<file path="config.mk">
export PLATFORM = sky130hd
export DESIGN_NAME = uart_rx
export DESIGN_NICKNAME = d
export VERILOG_FILES = /design/src/rtl/uart_pkg.sv /design/src/rtl/uart_rx_sync.sv /design/src/rtl/uart_rx.sv
export SDC_FILE = /design/constraint.sdc
export NUM_CORES = 1
export LEC_CHECK = 0
export CORE_MARGIN = 5
export CORE_UTILIZATION = 45
export DETAILED_ROUTE_END_ITERATION = 7
export SETUP_SLACK_MARGIN = 0.15
export SYNTH_ARGS = -nofsm -noshare
export SYNTH_HDL_FRONTEND = slang
export SYNTH_SLANG_ARGS = --single-unit
</file>
<file path="constraint.sdc">
create_clock -name Clk -period 3.7 [get_ports Clk]
set_input_delay 0.74 -clock Clk [delete_from_list [all_inputs] [get_ports Clk]]
set_output_delay 0.74 -clock Clk [all_outputs]
set_load 0.005 [all_outputs]
</file>
<file path="src/rtl/uart_pkg.sv">
// uart_pkg: constants and state encoding shared by the UART receiver and
// transmitter.
//   uart_state_e           frame state encoding (IDLE/START/DATA/STOP)
//   UART_DATA_BITS         data bits per frame (8N1 framing)
//   BAUD_CNT_W             width of the per-bit cycle counter
//   BAUND_EN_INTERVAL_DEF  default clock cycles per bit (simulation value)
package uart_pkg;

  typedef enum logic [1:0] {
    IDLE  = 2'd0,
    START = 2'd1,
    DATA  = 2'd2,
    STOP  = 2'd3
  } uart_state_e;

  localparam int UART_DATA_BITS        = 8;
  localparam int BAUD_CNT_W            = 16;
  localparam int BAUND_EN_INTERVAL_DEF = 100;

endpackage

</file>
<file path="src/rtl/uart_rx_sync.sv">
// uart_rx_sync: brings the asynchronous serial line into the clock domain and
// flags the 1->0 transition that marks a candidate start bit.
//   clk   in   system clock, rising edge
//   rst   in   synchronous reset, active-high (all flops reset to idle level 1)
//   rx    in   asynchronous serial line
//   rx_s  out  synchronised line level (2 cycles after rx)
//   fall  out  high for one cycle when rx_s goes from 1 to 0
module uart_rx_sync (
  input  logic clk,
  input  logic rst,
  input  logic rx,
  output logic rx_s,
  output logic fall
);

  logic rx_s1;
  logic rx_s_d;

  // Reset to the idle level so leaving reset never looks like a start edge.
  always_ff @(posedge clk) begin
    if (rst) begin
      rx_s1  <= 1'b1;
      rx_s   <= 1'b1;
      rx_s_d <= 1'b1;
    end else begin
      rx_s1  <= rx;
      rx_s   <= rx_s1;
      rx_s_d <= rx_s;
    end
  end

  assign fall = rx_s_d & ~rx_s;

endmodule

</file>
<file path="src/rtl/uart_rx.sv">
// uart_rx: 8N1 UART receiver. Detects the start edge, confirms the start bit
// at mid-bit, samples 8 data bits LSB first at mid-bit and checks the stop bit.
//   Clk            in   system clock, rising edge
//   Rst            in   synchronous reset, active-high; aborts any frame
//   In_rx          in   asynchronous serial line, idle high
//   Out_data       out  last correctly received byte (held until next good frame)
//   Out_data_vld   out  one-cycle pulse: Out_data holds a new byte
//   Out_frame_err  out  one-cycle pulse: stop bit sampled as 0
//   Out_busy       out  high whenever the FSM is not in IDLE
// Handshake: Out_data_vld is a pulse with no ready; a consumer that misses it
// loses the byte. Out_data_vld and Out_frame_err never assert together.
// Internal debug: 'state' holds the FSM state, 'sample' marks every bit sample.
module uart_rx
  import uart_pkg::*;
#(
  parameter int TCQ               = 1,
  parameter int CLK_FREQ          = 100000000,
  parameter int BAUND_RATE        = 9600,
  parameter int BAUND_EN_INTERVAL = BAUND_EN_INTERVAL_DEF
) (
  input  logic       Clk,
  input  logic       Rst,
  input  logic       In_rx,
  output logic [7:0] Out_data,
  output logic       Out_data_vld,
  output logic       Out_frame_err,
  output logic       Out_busy
);

  localparam logic [1:0] S_IDLE  = IDLE;
  localparam logic [1:0] S_START = START;
  localparam logic [1:0] S_DATA  = DATA;
  localparam logic [1:0] S_STOP  = STOP;

  localparam int BIT_CNT_W = $clog2(UART_DATA_BITS);

  // Start bit is confirmed half a bit after the edge; every later sample is a
  // full bit apart, which keeps all samples near mid-bit.
  localparam logic [BAUD_CNT_W-1:0] HALF_M1 = BAUD_CNT_W'((BAUND_EN_INTERVAL >> 1) - 1);
  localparam logic [BAUD_CNT_W-1:0] FULL_M1 = BAUD_CNT_W'(BAUND_EN_INTERVAL - 1);
  localparam logic [BIT_CNT_W-1:0]  LAST_BIT = BIT_CNT_W'(UART_DATA_BITS - 1);

  // Clock and baud figures are informational; the bit interval is what counts.
  logic unused_cfg;
  assign unused_cfg = (TCQ != 0) ^ (CLK_FREQ != 0) ^ (BAUND_RATE != 0);

  logic                      rx_s;
  logic                      fall;
  logic [1:0]                state;
  logic [1:0]                state_nxt;
  logic [BAUD_CNT_W-1:0]     cnt;
  logic [BIT_CNT_W-1:0]      bit_cnt;
  logic [UART_DATA_BITS-1:0] shreg;
  logic                      sample;

  uart_rx_sync u_sync (
    .clk  (Clk),
    .rst  (Rst),
    .rx   (In_rx),
    .rx_s (rx_s),
    .fall (fall)
  );

  always_comb begin
    sample = 1'b0;
    case (state)
      S_START: sample = (cnt == HALF_M1);
      S_DATA,
      S_STOP:  sample = (cnt == FULL_M1);
      default: sample = 1'b0;
    endcase
  end

  always_comb begin
    state_nxt = state;
    case (state)
      S_IDLE:  if (fall) state_nxt = S_START;
      // A high level at mid-start-bit was only a glitch.
      S_START: if (sample) state_nxt = rx_s ? S_IDLE : S_DATA;
      S_DATA:  if (sample && (bit_cnt == LAST_BIT)) state_nxt = S_STOP;
      // Leaving at mid-stop-bit lets a back-to-back start edge be caught.
      S_STOP:  if (sample) state_nxt = S_IDLE;
      default: state_nxt = S_IDLE;
    endcase
  end

  always_ff @(posedge Clk) begin
    if (Rst) begin
      state <= S_IDLE;
    end else begin
      state <= state_nxt;
    end
  end

  // Counter restarts on every state entry and after each data sample, so the
  // next sample lands exactly one bit later.
  always_ff @(posedge Clk) begin
    if (Rst) begin
      cnt <= '0;
    end else if ((state_nxt != state) || sample) begin
      cnt <= '0;
    end else if (state != S_IDLE) begin
      cnt <= cnt + BAUD_CNT_W'(1);
    end
  end

  always_ff @(posedge Clk) begin
    if (Rst) begin
      bit_cnt <= '0;
      shreg   <= '0;
    end else begin
      if (state == S_START) begin
        bit_cnt <= '0;
      end else if ((state == S_DATA) && sample) begin
        bit_cnt <= bit_cnt + BIT_CNT_W'(1);
        shreg   <= {rx_s, shreg[UART_DATA_BITS-1:1]};
      end
    end
  end

  always_ff @(posedge Clk) begin
    if (Rst) begin
      Out_data      <= 8'h00;
      Out_data_vld  <= 1'b0;
      Out_frame_err <= 1'b0;
    end else begin
      Out_data_vld  <= (state == S_STOP) && sample && rx_s;
      Out_frame_err <= (state == S_STOP) && sample && !rx_s;
      if ((state == S_STOP) && sample && rx_s) begin
        Out_data <= shreg;
      end
    end
  end

  assign Out_busy = (state != S_IDLE);

endmodule

</file>
# --- After elaboration in Yosys (flattened, before gate mapping) ---
# Index checks and enable logic that the tools add are counted.
word_totals:
  input_bits: 3
  reg_bits: 42
  out_inout_bits: 11
  word_cells: 42
op_classes:
  n_bitwise: 3
  eq_ne: 7
  reduce_logical: 13
  n_addsub: 2
  mux: 7
op_table:
  columns: ["operator", "n"]
  rows:
  - ["16-bit by 1-bit adder with 16-bit output, second input constant", 1]
  - ["16-bit by 6-bit == test with 1-bit output, second input constant", 1]
  - ["16-bit by 7-bit == test with 1-bit output, second input constant", 1]
  - ["2-bit two-way mux", 5]
  - ["2-bit case mux with 4 select lines", 1]
  - ["2-bit OR reduction", 3]
  - ["1-bit logical AND", 5]
  - ["2-bit == test, second input constant", 2]
  - ["3-bit by 1-bit adder with 3-bit output, second input constant", 1]
  - ["3-bit == test, second input constant", 1]
  - ["2-bit by 1-bit == test with 1-bit output, second input constant", 1]
  - ["2-bit logical NOT", 1]
  - ["2-bit inequality test", 1]
  - ["1-bit inverter", 2]
  - ["1-bit case mux with 2 select lines", 1]
  - ["2-bit AND reduction", 1]
  - ["2-bit nonzero test", 1]
  - ["1-bit AND", 1]
  - ["1-bit logical NOT", 1]
  - ["1-bit logical OR", 1]

# --- Longest topological paths before layout ---
# Gate-level depths: netlist of the first run.
depth:
  depth_word: 9
  mapped_depth: 6
  ltp_nobuf: 5

# --- Cells and area by module ---
# From an unflattened synthesis of the first run, not the netlist that was laid out.
unflattened:
  hier_cells: 214
  hier_area_um2: 1953.1
by_module_without_submodules:
  columns: ["mod", "cells_each", "instances", "area_per_inst_um2", "seq_area_each_um2"]
  rows:
  - ["uart_rx", 207, 1, 1868.0, 780.7]
  - ["uart_rx_sync", 7, 1, 85.1, 60.1]

# --- Least setup slack after synthesis of the first run ---
# No wires, ideal clock.
synth_timing:
  path_type: "flip-flop to flip-flop"
  startpoint: "register state[1]"
  endpoint: "register state[1]"
  stages_incl_launch_ff: 6
  path_slack_ps: 1975
  required_time_ps: 3579
  path_buffers: 1
  arrival_ps: 1604
  setup_ps: 121
  period_less_slack_ps: 1725
  cell_sequence: "dfxtp_1 > buf_2 > nor4b_2 > o2111ai_2 > nor3_1 > mux2_2"
synth_via:
  elab_chain_len: 6
  word_cells_on_any_way: 12
  cone_classes: "3 x eq/ne; 6 x mux; 3 x reduce/logical"
synth_rtl:
  columns: ["element", "line_no", "text"]
  rows:
  - ["start: declaration", "uart_rx.sv:49", "logic [1:0] state;"]
  - ["start signal: assignment", "uart_rx.sv:91", "state <= state_nxt;"]
  - ["2-bit == test", "uart_rx.sv:66, uart_rx.sv:76", null]
  - ["2-bit OR reduction", "uart_rx.sv:66", "case (state)"]
  - ["1-bit case mux with 2 select lines", "uart_rx.sv:66", null]
  - ["1-bit logical AND", "uart_rx.sv:80", "S_DATA: if (sample && (bit_cnt == LAST_BIT)) state_nxt = S_STOP;"]
  - ["2-bit two-way mux", "uart_rx.sv:80", null]
  - ["2-bit case mux with 4 select lines *", "uart_rx.sv:76", "case (state)"]
# Mark *: on every way between the ends. The rest lies on a longest branch, timed or not.
# A chain may end at the register's enable or synchronous reset.

# --- Final worst setup path of the first run ---
layout_timing:
  startpoint: "register state[1]"
  endpoint: "output Out_busy"
layout_via:
  elab_chain_len: 1
layout_rtl:
  columns: ["element", "line_no", "text"]
  rows:
  - ["2-bit nonzero test", "uart_rx.sv:135", "assign Out_busy = (state != S_IDLE);"]
  - ["end: declaration", "uart_rx.sv:27", "output logic Out_busy"]
# No other way between the ends.

==> results of run 1 <==
## worst reg2reg max path, stage by stage, from the launching register on
cell and delay (ns):
dfxtp_1 0.73, and4b_1 0.38, o2111ai_2 0.39, nor3_1 0.40
mux2_2 0.38
## cell type report
| class | instances | area [µm²] |
|---|---|---|
| fillers | 387 | 1910 |
| multi-input cells | 158 | 1010 |
| flip-flops and latches | 42 | 841 |
| repair buffers | 13 | 130 |
| clock buffers | 6 | 82.6 |
| well taps | 50 | 62.6 |
| clock inverters | 1 | 30.0 |
| inverters | 5 | 18.8 |
## cell usage after synthesis (5+ instances only)
| library cell | number |
|---|---|
| clkbuf_1 | 8 |
| nor4_1 | 5 |
| nand2_1 | 6 |
| inv_1 | 5 |
| o21ai_0 | 17 |
| nand3_1 | 10 |
| a21oi_1 | 19 |
| dfxtp_1 | 42 |
| nor3_1 | 6 |
| xnor2_1 | 11 |
| nor2_1 | 19 |
| nand4_1 | 21 |
## power by group through the flow
| stage | Clock [µW] | Sequential, µW | Combinational [µW] |
|---|---|---|---|
| final | 363 | 458 | 27.7 |
| after detailed placement | 0 | 469 | 27.7 |
| after global routing | 392 | 459 | 31.0 |
| after floorplan | 0 | 467 | 22.9 |
| after global placement | 0 | 469 | 26.8 |
| after CTS | 371 | 458 | 27.9 |
## worst max-delay path by stage
| stage | slack, ns | start | cells past startpoint | endpoint |
|---|---|---|---|---|
| 5_1_grt | 0.88 | state[1] | 3 | Out_busy |
| 4_1_cts | 1.03 | state[1] | 3 | Out_busy |
| 2_1_floorplan | 1.97 | state[1] | 5 | state[1] |
| 3_3_place_gp | 1.23 | Rst | 4 | cnt[14] |
| 3_5_place_dp | 1.14 | Rst | 4 | cnt[14] |
| 6_report | 1.03 | state[1] | 3 | Out_busy |
## sequential cells by signal (all words and copies together), names as in the netlist
register and cells:
cnt 16, Out_data 8, shreg 8, bit_cnt 3, state 2, Out_data_vld 1, Out_frame_err 1, u_sync.rx_s 1
u_sync.rx_s1 1, u_sync.rx_s_d 1
## per-layer routing
| metal | routed length, µm | up-vias | share of wire [%] | global-route usage [%] |
|---|---|---|---|---|
| met5 | 0 | - | 0 | 0 |
| met4 | 55 | 0 | 1.3 | 6.80 |
| met3 | 181 | 7 | 4.3 | 3.69 |
| met2 | 1840 | 39 | 44 | 24.1 |
| met1 | 2080 | 785 | 50 | 22.8 |
| li1 | - | 815 | - | - |
## through the flow
stage                     power [µW]  hold WS [ns]  setup slack, ns  area [µm²]
after floorplan                  489         0.389             1.97        1930
after CTS                        857         0.447             1.03        2180
final                            849         0.433             1.03        2180
after detailed placement         496         0.415             1.14        2070
after global routing             882         0.473            0.877        2180
after global placement           495         0.401             1.23        2070
## cells by family after synthesis
logic type,count (synthesis),synth area share [%]
multiplexers,1,0.583
flip-flops,42,43.5
AND/OR/NAND/NOR,88,26.5
buffers and inverters,18,3.95
AO/OA/AOI/OAI,53,17.6
adder cells (fa/ha/maj),3,1.94
XOR/XNOR,13,5.89
==> metrics.yaml, run 1 <==
run_status: "complete, no violations"
htreeDepth: 2
min_path_type: "register to register"
path_clk_slew_ns: 0.08
final_util_pct: 53.3
first_global_vias: 1571
maxSlewHeadroom_pct: 37.8
num_rows: 23
ys_warn_count: 0
start_util_pct: 47.3
pwr-share-comb_pct: 3.3
netlist_area_um2: 1930
die_h_um: 75.5
synthCells: 218
cts_tree: "yes"
p_per_area_nw_per_um2: 390
swShare_pct: 20.0
final_common_cell: "dfxtp_1"
cp.arrival_ns: 1.93
rsz0062_at_grt: "false"
fin_setup_tns_ns: 0
synth_top_flop_cell: "dfxtp_1"
yosysTopAreaCell: "dfxtp_1"
p_int_uw: 679
cts_sinks: 42
num_antenna_cells: 0
r2r_end: "state[1]"
finClkSkew_ns: 0.00769
die_area_um2: 5700
postSynthAreaPerCell_um2: 8.86
setup_viol_count_final: 0
synth_cell_types: 43
dr.pass1.iters: 4
area_delta_synth_final_pct: 12.8
criticalPathCategory: "register to primary output"
rr_worst_depth: 4
final_cell_mix: "42 x dfxtp_1, 21 x nand4_1, 19 x nor2_1, 19 x a21oi_1, 17 x o21ai_0"
drtIter0Drc: 82
tightest_slew_ns: 0.930
max_cap_violations: 0
clockRootBuffer: "clkbuf_8"
cellLeakagePower_uw: 0.000673
hold_buffers: 0
hpwl_um: 2830
fin_crit_ns: 2.67
r2r_slack_ns: 1.31
post_cts_buffers: 0
cts_inserted_buffers: 5
wire_per_inst_um: 15.1
power_switching_uw: 170
syn-num-nets: 224
maxSlewViolCount: 0
hp-start: "u_sync.rx_s1"
worstHoldPathCells: 1
fin_crit_sh_pct: 72.2
overflow: 0
cp-start-kind: "register"
async_flop_share_pct: 0
cp-end-kind: "primary output"
critPathTopFamily: "flip-flops"
clock.fmax_ghz: 0.374
vias: 1646
die_w_um: 75.5
antenna_found_initial: 0
hold_viol: 0
max_stage_delay_ns: 0.73
yosysSeqAreaShare_pct: 43.5
ios: 14
fin_nets: 231
grtUsageTotal_pct: 16.3
synth_area_leaders: "dfxtp_1 44%, nand4_1 6.8%, xnor2_1 5.0%"
cp.required_ns: 2.96
grt_pass1_wl_um: 7180
gp_congestion: 0.830
path_max_fanout: 19
port_buffers: 13
critPathBufInv: 2
slowest_stage: "dfxtp_1"
final-instance-count-excl-fill: 275
cts_resized: 0
core_area_um2: 4090
drive_gt1_share_pct: 9.33
ir_drop_mv: 0.252
path_cells: "nor2_1, inv_1, clkdlybuf4s50_1"
routed_wl_um: 4160
seqPwrFrac_pct: 54.0
grt_max_degree: 28
clockBufferDepth: 2
holdPathEnd: "u_sync.rx_s"
drc: 0
synth-edff-count: 0
synth_seq_cells: 42
place_inst: 268
vias_per_cell: 5.99
ant_nets: 0
clk_latency_ns: 0.29
synth_top_area_share_pct: 43.5
reg2reg_from: "state[1]"
clock_power_share_pct: 42.8
Note: power is estimated with default switching activity, not from simulation.
==> run 2, diff against run 1 <==
==> constraint.sdc (replaced) <==
create_clock -name Clk -period 2.6 [get_ports Clk]
set_input_delay 0.52 -clock Clk [delete_from_list [all_inputs] [get_ports Clk]]
set_output_delay 0.52 -clock Clk [all_outputs]
set_load 0.005 [all_outputs]
==> run 2 against run 1 <==
Clock power is 21% higher. Setup slack worse by 0.61 ns. Critical path type unchanged. Combinational power is 51% higher. Largest power group unchanged.
==> metrics.yaml, run 2 (synthesis results as in run 1) <==
run_status: "complete, no violations"
fin_setup_tns_ns: 0  # unchanged
post_cts_buffers: 0  # unchanged
path_max_fanout: 10  # -9
die_h_um: 75.5  # unchanged
cp.arrival_ns: 1.67  # -0.26 ns
area_delta_synth_final_pct: 13.9
die_area_um2: 5700  # unchanged
fillers: 390  # +0.78%
cts_inserted_buffers: 5  # unchanged
max_cap_violations: 0  # unchanged
hold_buffers: 0  # unchanged
grt_pass1_wl_um: 7360  # +2.5%
wire_per_inst_um: 15.4  # +2.1%
path_clk_slew_ns: 0.08  # about the same
reg_top3: "cnt (16), Out_data (8), shreg (8)"
criticalPathCategory: "register to primary output"
core_area_um2: 4090  # unchanged
layout_setup_ws_ns: 0.414  # -0.614 ns
clockBufferDepth: 2  # unchanged
final_common_cell: "dfxtp_1"
ios: 14  # unchanged
cts_resized: 0  # unchanged
maxSlewViolCount: 0  # unchanged
vias: 1679  # +2.0%
clk_latency_ns: 0.30  # about the same
port_buffers: 13  # unchanged
clockRootBuffer: "clkbuf_8"
cts_tree: "yes"
clock.fmax_ghz: 0.457
start_util_pct: 47.3  # unchanged
rsz0062_at_grt: "false"
first_global_vias: 1615  # +2.8%
min_path_type: "register to register"
drive_gt1_share_pct: 11.7  # +2.4 points
cellLeakagePower_uw: 0.000687  # +2.0%
cp-end-kind: "primary output"
htreeDepth: 2  # unchanged
drc: 0  # unchanged
overflow: 0  # unchanged
cts_sinks: 42  # unchanged
die_w_um: 75.5  # unchanged
num_antenna_cells: 0  # unchanged
whs_ns: 0.420  # -0.0133 ns
fin_nets: 236  # +2.2%
hpwl_um: 3030  # +7.1%
top_register: "cnt"
fin_crit_sh_pct: 84.1
grt_max_degree: 27  # -3.6%
cp-start-kind: "register"
num_rows: 23  # unchanged
cp.required_ns: 2.08  # -0.88 ns
ir_drop_mv: 0.292  # +16%
setup_viol_count_final: 0  # unchanged
routed_wl_um: 4340  # +4.3%
ant_nets: 0  # unchanged
largest_reg_flops: 16  # unchanged
fin_crit_ns: 2.19
gp_congestion: 0.824  # -0.70%
maxSlewHeadroom_pct: 63.0  # +25 points
vias_per_cell: 5.98  # -0.17%
p_per_area_nw_per_um2: 515  # +32%
tightest_slew_ns: 0.554  # -0.376 ns
hold_viol: 0  # unchanged
preCtsSetupSlack_ns: 0.695  # -0.449 ns
final_cell_mix: "42 x dfxtp_1, 21 x nand4_1, 19 x nor2_1, 19 x a21oi_1, 17 x o21ai_0"
drtIter0Drc: 190  # +130%
finClkSkew_ns: 0.00892  # +0.00123 ns
dr.pass1.iters: 4  # unchanged
grtUsageTotal_pct: 16.8  # +0.54 points
antenna_found_initial: 0  # unchanged
[run 2: power breakdown]
part           switching [µW]  internal [µW]
sequential               5.41            646
clock                     226            213
combinational            27.0           14.7
[run 2: layer usage]
layer / global-route usage [%] / wire [µm]
met1: 21.9 / 2020
met2: 26.1 / 2020
met4: 7.18 / 68
met5: 0 / 0
met3: 4.62 / 232
[run 2: final timing paths]
kind,startpoint,end,slack [ns],cells past startpoint
hold reg to reg,u_sync.rx_s1,u_sync.rx_s,0.42,1
hold / removal,u_sync.rx_s1,u_sync.rx_s,0.42,1
setup / recovery,state[0],Out_busy,0.41,3
setup reg to reg,cnt[0],state[1],0.66,4
[run 2: cell type report]
| type | count | area, µm² | share of cell area, % |
|---|---|---|---|
| well taps | 50 | 62.6 | 2.84 |
| inverters | 5 | 18.8 | 0.853 |
| flip-flops and latches | 42 | 841 | 38.2 |
| clock buffers | 6 | 82.6 | 3.75 |
| multi-input cells | 158 | 1010 | 46.1 |
| clock inverters | 2 | 12.5 | 0.569 |
| repair buffers | 18 | 168 | 7.62 |
[run 2: stage by stage]
stage                     cells  utilization (%)  power (µW)  area, µm²
after floorplan             218                -         696       1930
after global placement      273             51.5         708       2100
after detailed placement    273             51.5         709       2100
after CTS                   281             53.8        1150       2200
after global routing        281             53.8        1180       2200
final                       281             53.8        1130       2200
[run 2: worst max-delay path: stages, from the launching register on]
cell	delay (ns)
dfxtp_1	0.53
nor2_1	0.17
inv_1	0.15
clkdlybuf4s50_1	0.52
